==> src/rtl/ksa_pipe_nbits_pkg.sv <==
`default_nettype none
// ============================================================================
// Package  : ksa_pkg
// Purpose  : Shared types and elaboration helpers for the pipelined KSA.
// Revision : 1.0 - initial release
// ============================================================================
package ksa_pkg;

    typedef struct packed {
        logic g;
        logic p;
    } gp_t;

    function automatic int num_levels(input int width);
        return $clog2(width);
    endfunction

    function automatic int stage_of_level(input int level, input int stages, input int levels);
        return (level * stages) / levels;
    endfunction

    function automatic int first_level(input int stage, input int stages, input int levels);
        int first;
        first = levels;
        for (int j = levels - 1; j >= 0; j--) begin
            if (stage_of_level(j, stages, levels) == stage) first = j;
        end
        return first;
    endfunction

    function automatic int level_count(input int stage, input int stages, input int levels);
        int n;
        n = 0;
        for (int j = 0; j < levels; j++) begin
            if (stage_of_level(j, stages, levels) == stage) n = n + 1;
        end
        return n;
    endfunction

    function automatic bit stages_legal(input int stages, input int levels);
        return (stages >= 1) && (stages <= levels);
    endfunction

endpackage
`default_nettype wire

==> src/rtl/ksa_pipe_nbits_prefix_level.sv <==
`default_nettype none
// ============================================================================
// Module   : ksa_prefix_level
// Purpose  : One combinational Kogge-Stone prefix row of grey/black cells.
// Revision : 1.0 - initial release
// ============================================================================
module ksa_prefix_level
    import ksa_pkg::*;
#(
    parameter int WIDTH = 17,
    parameter int SPAN  = 1
) (
    input  gp_t [WIDTH-1:0] gp_in,
    output gp_t [WIDTH-1:0] gp_out
);

    for (genvar i = 0; i < WIDTH; i++) begin : g_bit
        if (i < SPAN) begin : g_pass
            assign gp_out[i] = gp_in[i];
        end else if (i < 2 * SPAN) begin : g_grey
            // Group reaches bit 0 after this row, so its propagate is never consumed.
            assign gp_out[i] = '{g: gp_in[i].g | (gp_in[i].p & gp_in[i-SPAN].g),
                                 p: gp_in[i].p};
        end else begin : g_black
            assign gp_out[i] = '{g: gp_in[i].g | (gp_in[i].p & gp_in[i-SPAN].g),
                                 p: gp_in[i].p & gp_in[i-SPAN].p};
        end
    end

endmodule
`default_nettype wire

==> src/rtl/ksa_pipe_nbits.sv <==
`default_nettype none
// ============================================================================
// Module   : ksa_pipe_nbits
// Purpose  : Pipelined Kogge-Stone adder with carry-in and valid/ready flow.
//            Optional subtract mode enabled by macro KSA_PIPE_SUB_EN.
// Revision : 1.0 - initial release
// ============================================================================
module ksa_pipe_nbits
    import ksa_pkg::*;
#(
    parameter int WIDTH  = 17,
    parameter int STAGES = 2
) (
    input  logic             clk,
    input  logic             rst_n,
    input  logic             in_valid,
    output logic             in_ready,
    input  logic [WIDTH-1:0] in1,
    input  logic [WIDTH-1:0] in2,
    input  logic             cin,
`ifdef KSA_PIPE_SUB_EN
    input  logic             sub,
`endif
    output logic             out_valid,
    input  logic             out_ready,
    output logic [WIDTH-1:0] out,
    output logic             cout
);

    localparam int NUM_LEVELS = num_levels(WIDTH);

    if (WIDTH < 2 || !stages_legal(STAGES, NUM_LEVELS)) begin : g_bad_config
        $error("ksa_pipe_nbits: illegal WIDTH/STAGES combination");
    end

    logic [WIDTH-1:0] b_eff;
    logic             c_eff;
    logic [WIDTH-1:0] pre_p;
    gp_t  [WIDTH-1:0] pre_gp;

    always_comb begin
`ifdef KSA_PIPE_SUB_EN
        b_eff = sub ? ~in2 : in2;
        c_eff = sub | cin;
`else
        b_eff = in2;
        c_eff = cin;
`endif
        pre_p = in1 ^ b_eff;
        for (int i = 0; i < WIDTH; i++) begin
            pre_gp[i] = '{g: in1[i] & b_eff[i], p: pre_p[i]};
        end
        // Carry-in acts as a generate at bit -1, merged into bit 0.
        pre_gp[0].g = (in1[0] & b_eff[0]) | (pre_p[0] & c_eff);
    end

    logic [STAGES-1:0] valid_q, valid_d, valid_in, adv, load;
    logic              all_full;

    always_comb begin
        all_full = 1'b1;
        for (int k = STAGES - 1; k >= 0; k--) begin
            all_full = all_full & valid_q[k];
            adv[k]   = out_ready | ~all_full;
        end
        valid_in[0] = in_valid;
        for (int k = 1; k < STAGES; k++) begin
            valid_in[k] = valid_q[k-1];
        end
        load    = adv & valid_in;
        valid_d = valid_q;
        for (int k = 0; k < STAGES; k++) begin
            if (adv[k]) valid_d[k] = valid_in[k];
        end
    end

    assign in_ready  = adv[0];
    assign out_valid = valid_q[STAGES-1];

    gp_t  [WIDTH-1:0] stg_gp    [STAGES];
    logic [WIDTH-1:0] stg_porig [STAGES];
    logic             stg_cin   [STAGES];

    for (genvar s = 0; s < STAGES; s++) begin : g_stage
        localparam int FIRST = first_level(s, STAGES, NUM_LEVELS);
        localparam int COUNT = level_count(s, STAGES, NUM_LEVELS);

        gp_t  [WIDTH-1:0] stage_gp;
        logic [WIDTH-1:0] stage_porig;
        logic             stage_cin;

        if (s == 0) begin : g_src_input
            assign stage_gp    = pre_gp;
            assign stage_porig = pre_p;
            assign stage_cin   = c_eff;
        end else begin : g_src_reg
            gp_t  [WIDTH-1:0] gp_d, gp_q;
            logic [WIDTH-1:0] porig_d, porig_q;
            logic             cin_d, cin_q;

            always_comb begin
                gp_d    = gp_q;
                porig_d = porig_q;
                cin_d   = cin_q;
                if (load[s-1]) begin
                    gp_d    = stg_gp[s-1];
                    porig_d = stg_porig[s-1];
                    cin_d   = stg_cin[s-1];
                end
            end

            always_ff @(posedge clk) begin
                gp_q    <= gp_d;
                porig_q <= porig_d;
                cin_q   <= cin_d;
            end

            assign stage_gp    = gp_q;
            assign stage_porig = porig_q;
            assign stage_cin   = cin_q;
        end

        for (genvar j = 0; j < COUNT; j++) begin : g_level
            gp_t [WIDTH-1:0] gp_i, gp_o;
            if (j == 0) begin : g_first
                assign gp_i = stage_gp;
            end else begin : g_next
                assign gp_i = g_level[j-1].gp_o;
            end
            ksa_prefix_level #(
                .WIDTH (WIDTH),
                .SPAN  (1 << (FIRST + j))
            ) u_level (
                .gp_in  (gp_i),
                .gp_out (gp_o)
            );
        end

        assign stg_gp[s]    = g_level[COUNT-1].gp_o;
        assign stg_porig[s] = stage_porig;
        assign stg_cin[s]   = stage_cin;
    end

    logic [WIDTH-1:0] carry, sum;
    logic [WIDTH-1:0] out_d, out_q;
    logic             cout_d, cout_q;
    logic             unused_last_p;

    always_comb begin
        carry[0] = stg_cin[STAGES-1];
        for (int i = 1; i < WIDTH; i++) begin
            carry[i] = stg_gp[STAGES-1][i-1].g;
        end
        sum = stg_porig[STAGES-1] ^ carry;
        unused_last_p = 1'b0;
        for (int i = 0; i < WIDTH; i++) begin
            unused_last_p = unused_last_p ^ stg_gp[STAGES-1][i].p;
        end
        out_d  = out_q;
        cout_d = cout_q;
        if (load[STAGES-1]) begin
            out_d  = sum;
            cout_d = stg_gp[STAGES-1][WIDTH-1].g;
        end
    end

    always_ff @(posedge clk or negedge rst_n) begin
        if (!rst_n) begin
            valid_q <= '0;
            out_q   <= '0;
            cout_q  <= 1'b0;
        end else begin
            valid_q <= valid_d;
            out_q   <= out_d;
            cout_q  <= cout_d;
        end
    end

    assign out  = out_q;
    assign cout = cout_q;

endmodule
`default_nettype wire

==> config.mk <==
export PLATFORM = sky130hd
export DESIGN_NAME = ksa_pipe_nbits
export DESIGN_NICKNAME = d
export VERILOG_FILES = /design/src/rtl/ksa_pipe_nbits_pkg.sv /design/src/rtl/ksa_pipe_nbits_prefix_level.sv /design/src/rtl/ksa_pipe_nbits.sv
export SDC_FILE = /design/constraint.sdc
export NUM_CORES = 1
export LEC_CHECK = 0
export BUFFER_PORTS_ARGS = -buffer_cell sky130_fd_sc_hd__buf_2
export CAP_MARGIN = 20
export CORE_MARGIN = 2
export CORE_UTILIZATION = 34
export CTS_BUF_LIST = sky130_fd_sc_hd__clkbuf_4 sky130_fd_sc_hd__clkbuf_8
export DETAILED_ROUTE_END_ITERATION = 12
export GPL_ROUTABILITY_DRIVEN = 0
export PLACE_DENSITY = 0.62
export SYNTH_ARGS = -nofsm -noshare
export SYNTH_HDL_FRONTEND = slang
export SYNTH_SLANG_ARGS = --single-unit
==> constraint.sdc <==
create_clock -name clk -period 2.4 [get_ports clk]
set_clock_uncertainty 0.2 [all_clocks]
set_input_delay 0.48 -clock clk [delete_from_list [all_inputs] [get_ports clk]]
set_output_delay 0.48 -clock clk [all_outputs]
set_load 0.01 [all_outputs]
==> metrics, run 1 <==
vias in the first global route 1967; Worst Path Arrival approximately 1.1 ns; Die Y 98.3 um; Tot Pwr 3020 uW; layout cells sized above 1 roughly a third; # diodes 0; design area 3690 um^2; H-tree depth 3; Initial DRC Count between 100 and 150; largest family of logic cells by synthesized area compound AO/OA/AOI/OAI gates; worst-skew pair later-pin latency 0.34 ns; MaxCap Viol Count 0; Total Wirelength 5.86 mm; initial antenna violation count 0; register area share after synthesis 60.2%; Net Count, Synth 277; Distinct cells, synth 33; nets 346; vias per inst 4.84; initial core utilization 34.8%; maximum clock path buffer count 2; Hold Path Depth 1; minimum clock period 1.79 ns; Rows 34; Max-slew headroom 70.4%; DRC 0; port bufs 58; Mapped Cells between 200 and 250; Slew @ Worst Pin 0.445 ns; I/O pin count slightly below 60; xor and xnor area share after synthesis just under 5%; synthesis-stage register bit count 64; leakage power 0.00156 uW; worst flop-to-flop path startpoint valid_q[0]; clock-pin slew on the worst setup and hold paths ~0.080 ns; R2R cell count 3; clock sink count 64; cts repair resizes 0; Setup Fix Bufs, Post-CTS 0; Synth area leaders edfxtp_1, dfrtp_1, ha_1, mux2_4, a21oi_1; TNS Setup 0 ns; Vias 1950; Final Non-Filler Cells 403; Highest Clock Rate between 500 and 600 MHz; Final Max Tran Viols 0; Fin. Hold Viols 0; compound-cell area share of the yosys netlist 11.7%; commonest non-fill, non-tap cells in the layout buf_2, edfxtp_1, dfrtp_1; Simple-Gate Fraction of Synth Area 7.45%; ANT nets after route 0; Synth Cell Area a little over 3000 um^2; Crit-path slowest cell dfrtp_1; wire length per cell roughly 15 um; largest net degree at the start of global routing 45; post-synth top area share 43.7%; hold path startpoint cin; WS Path Type reg -> out; gr usage total a little over an eighth; chip width 98.3 um; fin crit share 74.6%; hold buffers post-CTS 1; Hold Path Sink g_stage[1].g_src_reg.cin_q; Worst setup EP type output port; Cell Chain, Critical Path nand3b_1, buf_2; core region area 8680 um^2; final setup fails 0; die area 9660 um^2; mean post-synth cell area 13.7 um^2; Inst Count DP 386; Worst Hold Class in -> reg; Synth-to-Final Area Change 21.9%; Yosys Warn Count 0; Post-Synth Adder-Cell Area 7.03%; R2R Path End g_stage[1].g_level[0].gp_i[27]; commonest non-fill, non-tap cell in the layout buf_2; Startpoint Class flip-flop; Worst VDD drop around 0.28 mV; status finished, final reports clean; gr ovfl total 0; Max FO, Critical Path 5; Hold Slack 0.136 ns; unrepaired setup endpoints after global routing false; largest stage delay on the critical path roughly 0.45 ns; area leader, netlist edfxtp_1; DR pass1 iterations 4; CTS tree done; placed inst area 3460 um^2; CTS Buf Count 9; mux contribution to synthesized area 7.57%; pwr/cell area 818 nW/um^2; Req. time, crit path 1.72 ns; hpwl dp between 4 and 5 mm; global-route wire length before repair between 9 and 10 mm; R2R setup slack 0.83 ns; CTS root buffer clkbuf_8
worst max path at each step:
stage | start | to | cells past startpoint | slack, ns
after floorplan | out_ready | g_stage[1].g_level[0].gp_i[11] | 2 | 0.04
after global placement | in1[8] | g_stage[1].g_level[0].gp_i[25] | 5 | 0.28
after detailed placement | in1[5] | g_stage[1].g_level[0].gp_i[19] | 5 | 0.29
after CTS | valid_q[0] | in_ready | 2 | 0.60
after global routing | valid_q[0] | in_ready | 2 | 0.50
final | valid_q[0] | in_ready | 2 | 0.61
cell usage after synthesis:
cell type and number:
a21o_1 10, a21oi_1 19, a311oi_1 1, a31oi_1 6, and2_1 2, and3_1 1, buf_2 2, buf_6 1
dfrtp_1 20, edfxtp_1 44, ha_1 17, inv_1 3, mux2_2 7, mux2_4 10, nand2_1 14, nand2_4 1
nand2b_1 2, nand2b_4 1, nand3_1 5, nand3b_1 1, nand4_1 6, nor2_1 9, o211ai_1 1, o21a_1 5
o21ai_0 7, o21ba_1 1, o21bai_1 2, o221ai_1 2, o31ai_1 2, or2_1 1, or2_2 1, xnor2_1 7
xor2_1 10
area by class of cell:
type                       count  area [um^2]
inverter                       3         11.3
timing repair buffer          61          328
clock inverter                 7         95.1
sequential                    64         1820
tap                          108          135
clock buffer                   9          124
fill                         825         4990
multi-input combinational    151         1170
kinds of logic (layout without fill, tap and decap cells):
family                     count (synthesis)  count (layout)
DFF                                       64              64
muxes                                     17              17
xor gates and xnor gates                  17              17
buffers and inverters                      6              80
AOI/OAI and AO/OA                         56              56
and+or+nand+nor                           44              44
adders and majority gates                 17              17
per-layer routing:
metal | part of all wire [%] | vias to the layer above | GRT usage, %
met5 | 0 | - | 0
met4 | 2.7 | 0 | 6.22
met2 | 44 | 67 | 19.3
li1 | - | 977 | -
met3 | 6.1 | 15 | 3.79
met1 | 47 | 891 | 18.2
sequential cells by signal, indices dropped and copies added (netlist names):
register	count
g_stage.g_level.gp_i	26
g_stage.g_src_reg.porig_q	17
out	17
valid_q	2
cout	1
g_stage.g_src_reg.cin_q	1
metrics by stage:
step | setup slack, ns | utilization, %
3_3_place_gp | 0.283 | 39.8
5_1_grt | 0.500 | 42.5
6_report | 0.609 | 42.5
3_5_place_dp | 0.293 | 39.8
4_1_cts | 0.596 | 42.5
2_1_floorplan | 0.0406 | -
worst max-delay path: cells and delay by family (launching register included):
kind	cells	cell delay (ns)
flip-flops	1	0.45
buffers and inverters	1	0.17
AND/OR/NAND/NOR	1	0.16
power by group:
group	internal [uW]	leakage, uW	switching (uW)
Sequential	1350	0.000660	73.0
Clock	584	0.0000995	418
Combinational	291	0.000802	298
Power figures use the tool's default switching activity.
==> inputs of run 2 (changes only) <==
ABC_AREA = 1   (was not set)
PLACE_DENSITY = 0.63   (was 0.62)
clock period = 1.6 ns   (was 2.4 ns; I/O delays follow)
==> run 2 against run 1 <==
- global-route usage grew 0.84 points
- critical path depth grew 4
- synthesized cell count grew 33%
- area after synthesis grew 2.1%
==> metrics, run 2 <==
status finished, final reports clean (unchanged); Cell Chain, Critical Path inv_2, nor2_4, buf_4, nor2_4, buf_6, clkbuf_16 (was nand3b_1, buf_2); Crit-path slowest cell dfrtp_1 (unchanged); Hold Slack 0.0108 ns (was 0.136 ns); port bufs 58 (unchanged); fillers 833 (was 825); largest stage delay on the critical path 0.38 ns (was 0.45 ns); DR pass1 iterations 4 (unchanged); chip width 99.3 um (was 98.3 um); global-route wire length before repair 10.6 mm (was 9.85 mm); Vias 2294 (was 1950); synthesis-stage register bit count 64 (unchanged); worst-skew pair later-pin latency 0.34 ns (about the same); Hold Path Sink valid_q[0] (was g_stage[1].g_src_reg.cin_q); switching pwr 1240 uW (was 789 uW); final setup fails 0 (unchanged); Worst setup EP type flip-flop (was output port); commonest non-fill, non-tap cells in the layout buf_2, nand2_1, edfxtp_1 (was buf_2, edfxtp_1, dfrtp_1); met3 global-route usage 2.67% (was 3.79%); placed inst area 3690 um^2 (was 3460 um^2); met2 Use GR 20.9% (was 19.3%); post-synth top area share 42.8% (was 43.7%); register area share after synthesis 59.0% (was 60.2%); count leader, synth nand2_1 (was edfxtp_1); initial core utilization 35.2% (was 34.8%); CTS Buf Count 9 (unchanged); initial antenna violation count 0 (unchanged); Highest Clock Rate between 600 and 700 MHz; design area 4070 um^2 (was 3690 um^2); Net Count, Synth 351 (was 277); gr usage total 14.0% (was 13.2%); Die Y 99.3 um (was 98.3 um); layout cells sized above 1 30.4% (was 32.5%); Req. time, crit path 1.47 ns (was 1.72 ns); grt peak-use layer met2 (unchanged); mean post-synth cell area 10.5 um^2 (was 13.7 um^2); hpwl dp 4.87 mm (was 4.47 mm); Rows 34 (unchanged); R2R setup slack 0.01 ns (was 0.83 ns); pwr/cell area 1150 nW/um^2 (was 818 nW/um^2); Clock power frac 35.9% (was 33.2%); wire length per cell 13.1 um (was 14.5 um); die area 9860 um^2 (was 9660 um^2); core region area 8760 um^2 (was 8680 um^2); MaxCap Viol Count 0 (unchanged); met1 usage 19.1% (was 18.2%); I/O pin count 59 (unchanged); unrepaired setup endpoints after global routing true (was false); clock sink count 64 (unchanged); vias in the first global route 2228 (was 1967); H-tree depth 3 (unchanged); WP depth 6 (was 2); ANT nets after route 0 (unchanged); R2R Path End g_stage[1].g_level[0].gp_i[7] (was g_stage[1].g_level[0].gp_i[27]); Slew @ Worst Pin 0.460 ns (was 0.445 ns); Yosys Warn Count 0 (unchanged); switching share of total power 26.4% (was 26.2%); Post-synth top cells nand2_1, edfxtp_1, inv_1 (was edfxtp_1, dfrtp_1, a21oi_1); clock-pin slew on the worst setup and hold paths 0.07 ns (was 0.08 ns); Worst Path Arrival 1.45 ns (was 1.11 ns); Reg power frac 44.5% (was 47.3%); hold path startpoint in_valid (was cin); post-synthesis async set-or-reset flop share 31.3% (unchanged); Max-slew headroom 69.0% (was 70.4%); maximum clock path buffer count 2 (unchanged); max reg flops 26 (unchanged); CTS tree done (unchanged); Startpoint Class flip-flop (unchanged); Hold Path Depth 3 (was 1); Initial DRC Count 73 (was 109); minimum clock period 1.59 ns; # diodes 0 (unchanged); R2R cell count 6 (was 3); Worst VDD drop 0.441 mV (was 0.276 mV); DRC 0 (unchanged); Distinct cells, synth 24 (was 33); post-place setup slack -0.290 ns (was 0.293 ns); CTS root buffer clkbuf_8 (unchanged); sum of buffers and inverters on the critical path 4 (was 1); area leader, netlist edfxtp_1 (unchanged); vias per inst 4.53 (was 4.84); largest net degree at the start of global routing 45 (unchanged); Top FF cell, synth edfxtp_1 (unchanged); Final Max Tran Viols 0 (unchanged); Max FO, Critical Path 6 (was 5); commonest non-fill, non-tap cell in the layout buf_2 (unchanged); Synth Cell Area 3090 um^2 (was 3020 um^2); Worst setup startpoint valid_q[0] (unchanged); gr ovfl total 0 (unchanged); family with the most delay on the worst path buffers and inverters (was flip-flops); Final WS setup 0.0141 ns (was 0.609 ns); number of synthesized flops with an enable pin 44 (unchanged); Worst Hold Class in -> reg (unchanged); leakage power 0.00181 uW (was 0.00156 uW); Total Wirelength 6.61 mm (was 5.86 mm); Pint 3450 uW (was 2230 uW); fin crit share 99.1%; worst flop-to-flop path startpoint valid_q[0] (unchanged); Fin. Hold Viols 0 (unchanged); Synth-to-Final Area Change 31.7% (was 21.9%); Mapped Cells 295 (was 221); most frequent CP cell nor2_4; WS Path Type reg -> reg (was reg -> out); Comb power frac 19.6% (was 19.5%); Synth area leaders edfxtp_1, dfrtp_1, ha_1, nand2_1, inv_1 (was edfxtp_1, dfrtp_1, ha_1, mux2_4, a21oi_1); nets 449 (was 346)
-- run 2: per-stage QoR --
| stage | cells | setup TNS, ns | total power [uW] | utilization [%] |
|---|---|---|---|---|
| floorplan | 295 | -10.64 | 2620 | - |
| global placement | 481 | -2.48 | 2990 | 42.1 |
| detailed placement | 481 | -2.85 | 3010 | 42.1 |
| CTS | 501 | 0 | 4690 | 45.4 |
| global route | 506 | -0.735 | 4920 | 46.4 |
| finish | 506 | 0 | 4690 | 46.4 |
-- run 2: worst max path at each step --
| stage | end | slack [ns] |
|---|---|---|
| after floorplan | g_stage[1].g_level[0].gp_i[11] | -0.24 |
| after global placement | g_stage[1].g_level[0].gp_i[17] | -0.28 |
| after detailed placement | g_stage[1].g_level[0].gp_i[17] | -0.29 |
| after CTS | in_ready | 0.0006 |
| after global routing | in_ready | -0.05 |
| final | g_stage[1].g_level[0].gp_i[7] | 0.01 |
-- run 2: cells by family (layout without fill, tap and decap cells) --
| group | count (synthesis) | after routing | share of synthesized area, % |
|---|---|---|---|
| simple gates | 115 | 115 | 15.5 |
| xor+xnor | 9 | 9 | 2.55 |
| buf+inv | 39 | 142 | 5.35 |
| flops | 64 | 64 | 59.0 |
| compound gates | 51 | 51 | 10.7 |
| fa+ha+maj | 17 | 17 | 6.89 |
-- run 2: what timing repair did --
item	4_1_cts	5_1_grt
hold buffers	2	0
setup endpoints to repair	1	47
gates resized for setup	1	4
gates cloned	0	3
pin swaps	1	2
hold endpoints to repair	21	0
setup buffers	2	2
-- run 2: layer usage --
| layer | share of wire, % | vias up |
|---|---|---|
| li1 | - | 1196 |
| met1 | 46 | 1016 |
| met2 | 46 | 73 |
| met3 | 5.9 | 9 |
| met4 | 2.0 | 0 |
| met5 | 0 | - |
-- run 2: power groups by stage --
stage	clock, uW	combinational, uW	sequential [uW]
after global placement	0	867	2120
after detailed placement	0	877	2130
after floorplan	0	456	2160
after global routing	1780	1030	2110
after CTS	1710	894	2090
final	1680	922	2090
-- run 2: area by class of cell --
type	count	area (um^2)	area share, %
timing repair buffer	90	607	14.9
multi-input combinational	192	1120	27.6
inverter	36	135	3.32
sequential	64	1820	44.8
tap	108	135	3.32
clock inverter	7	120	2.95
clock buffer	9	124	3.05
-- run 2: worst reg2reg max path, cell delays in order, from the launching register on --
cell and delay, ns:
dfrtp_1 0.38, inv_2 0.10, nor2_4 0.05, buf_4 0.13, nor2_4 0.17, buf_6 0.14
clkbuf_16 0.14
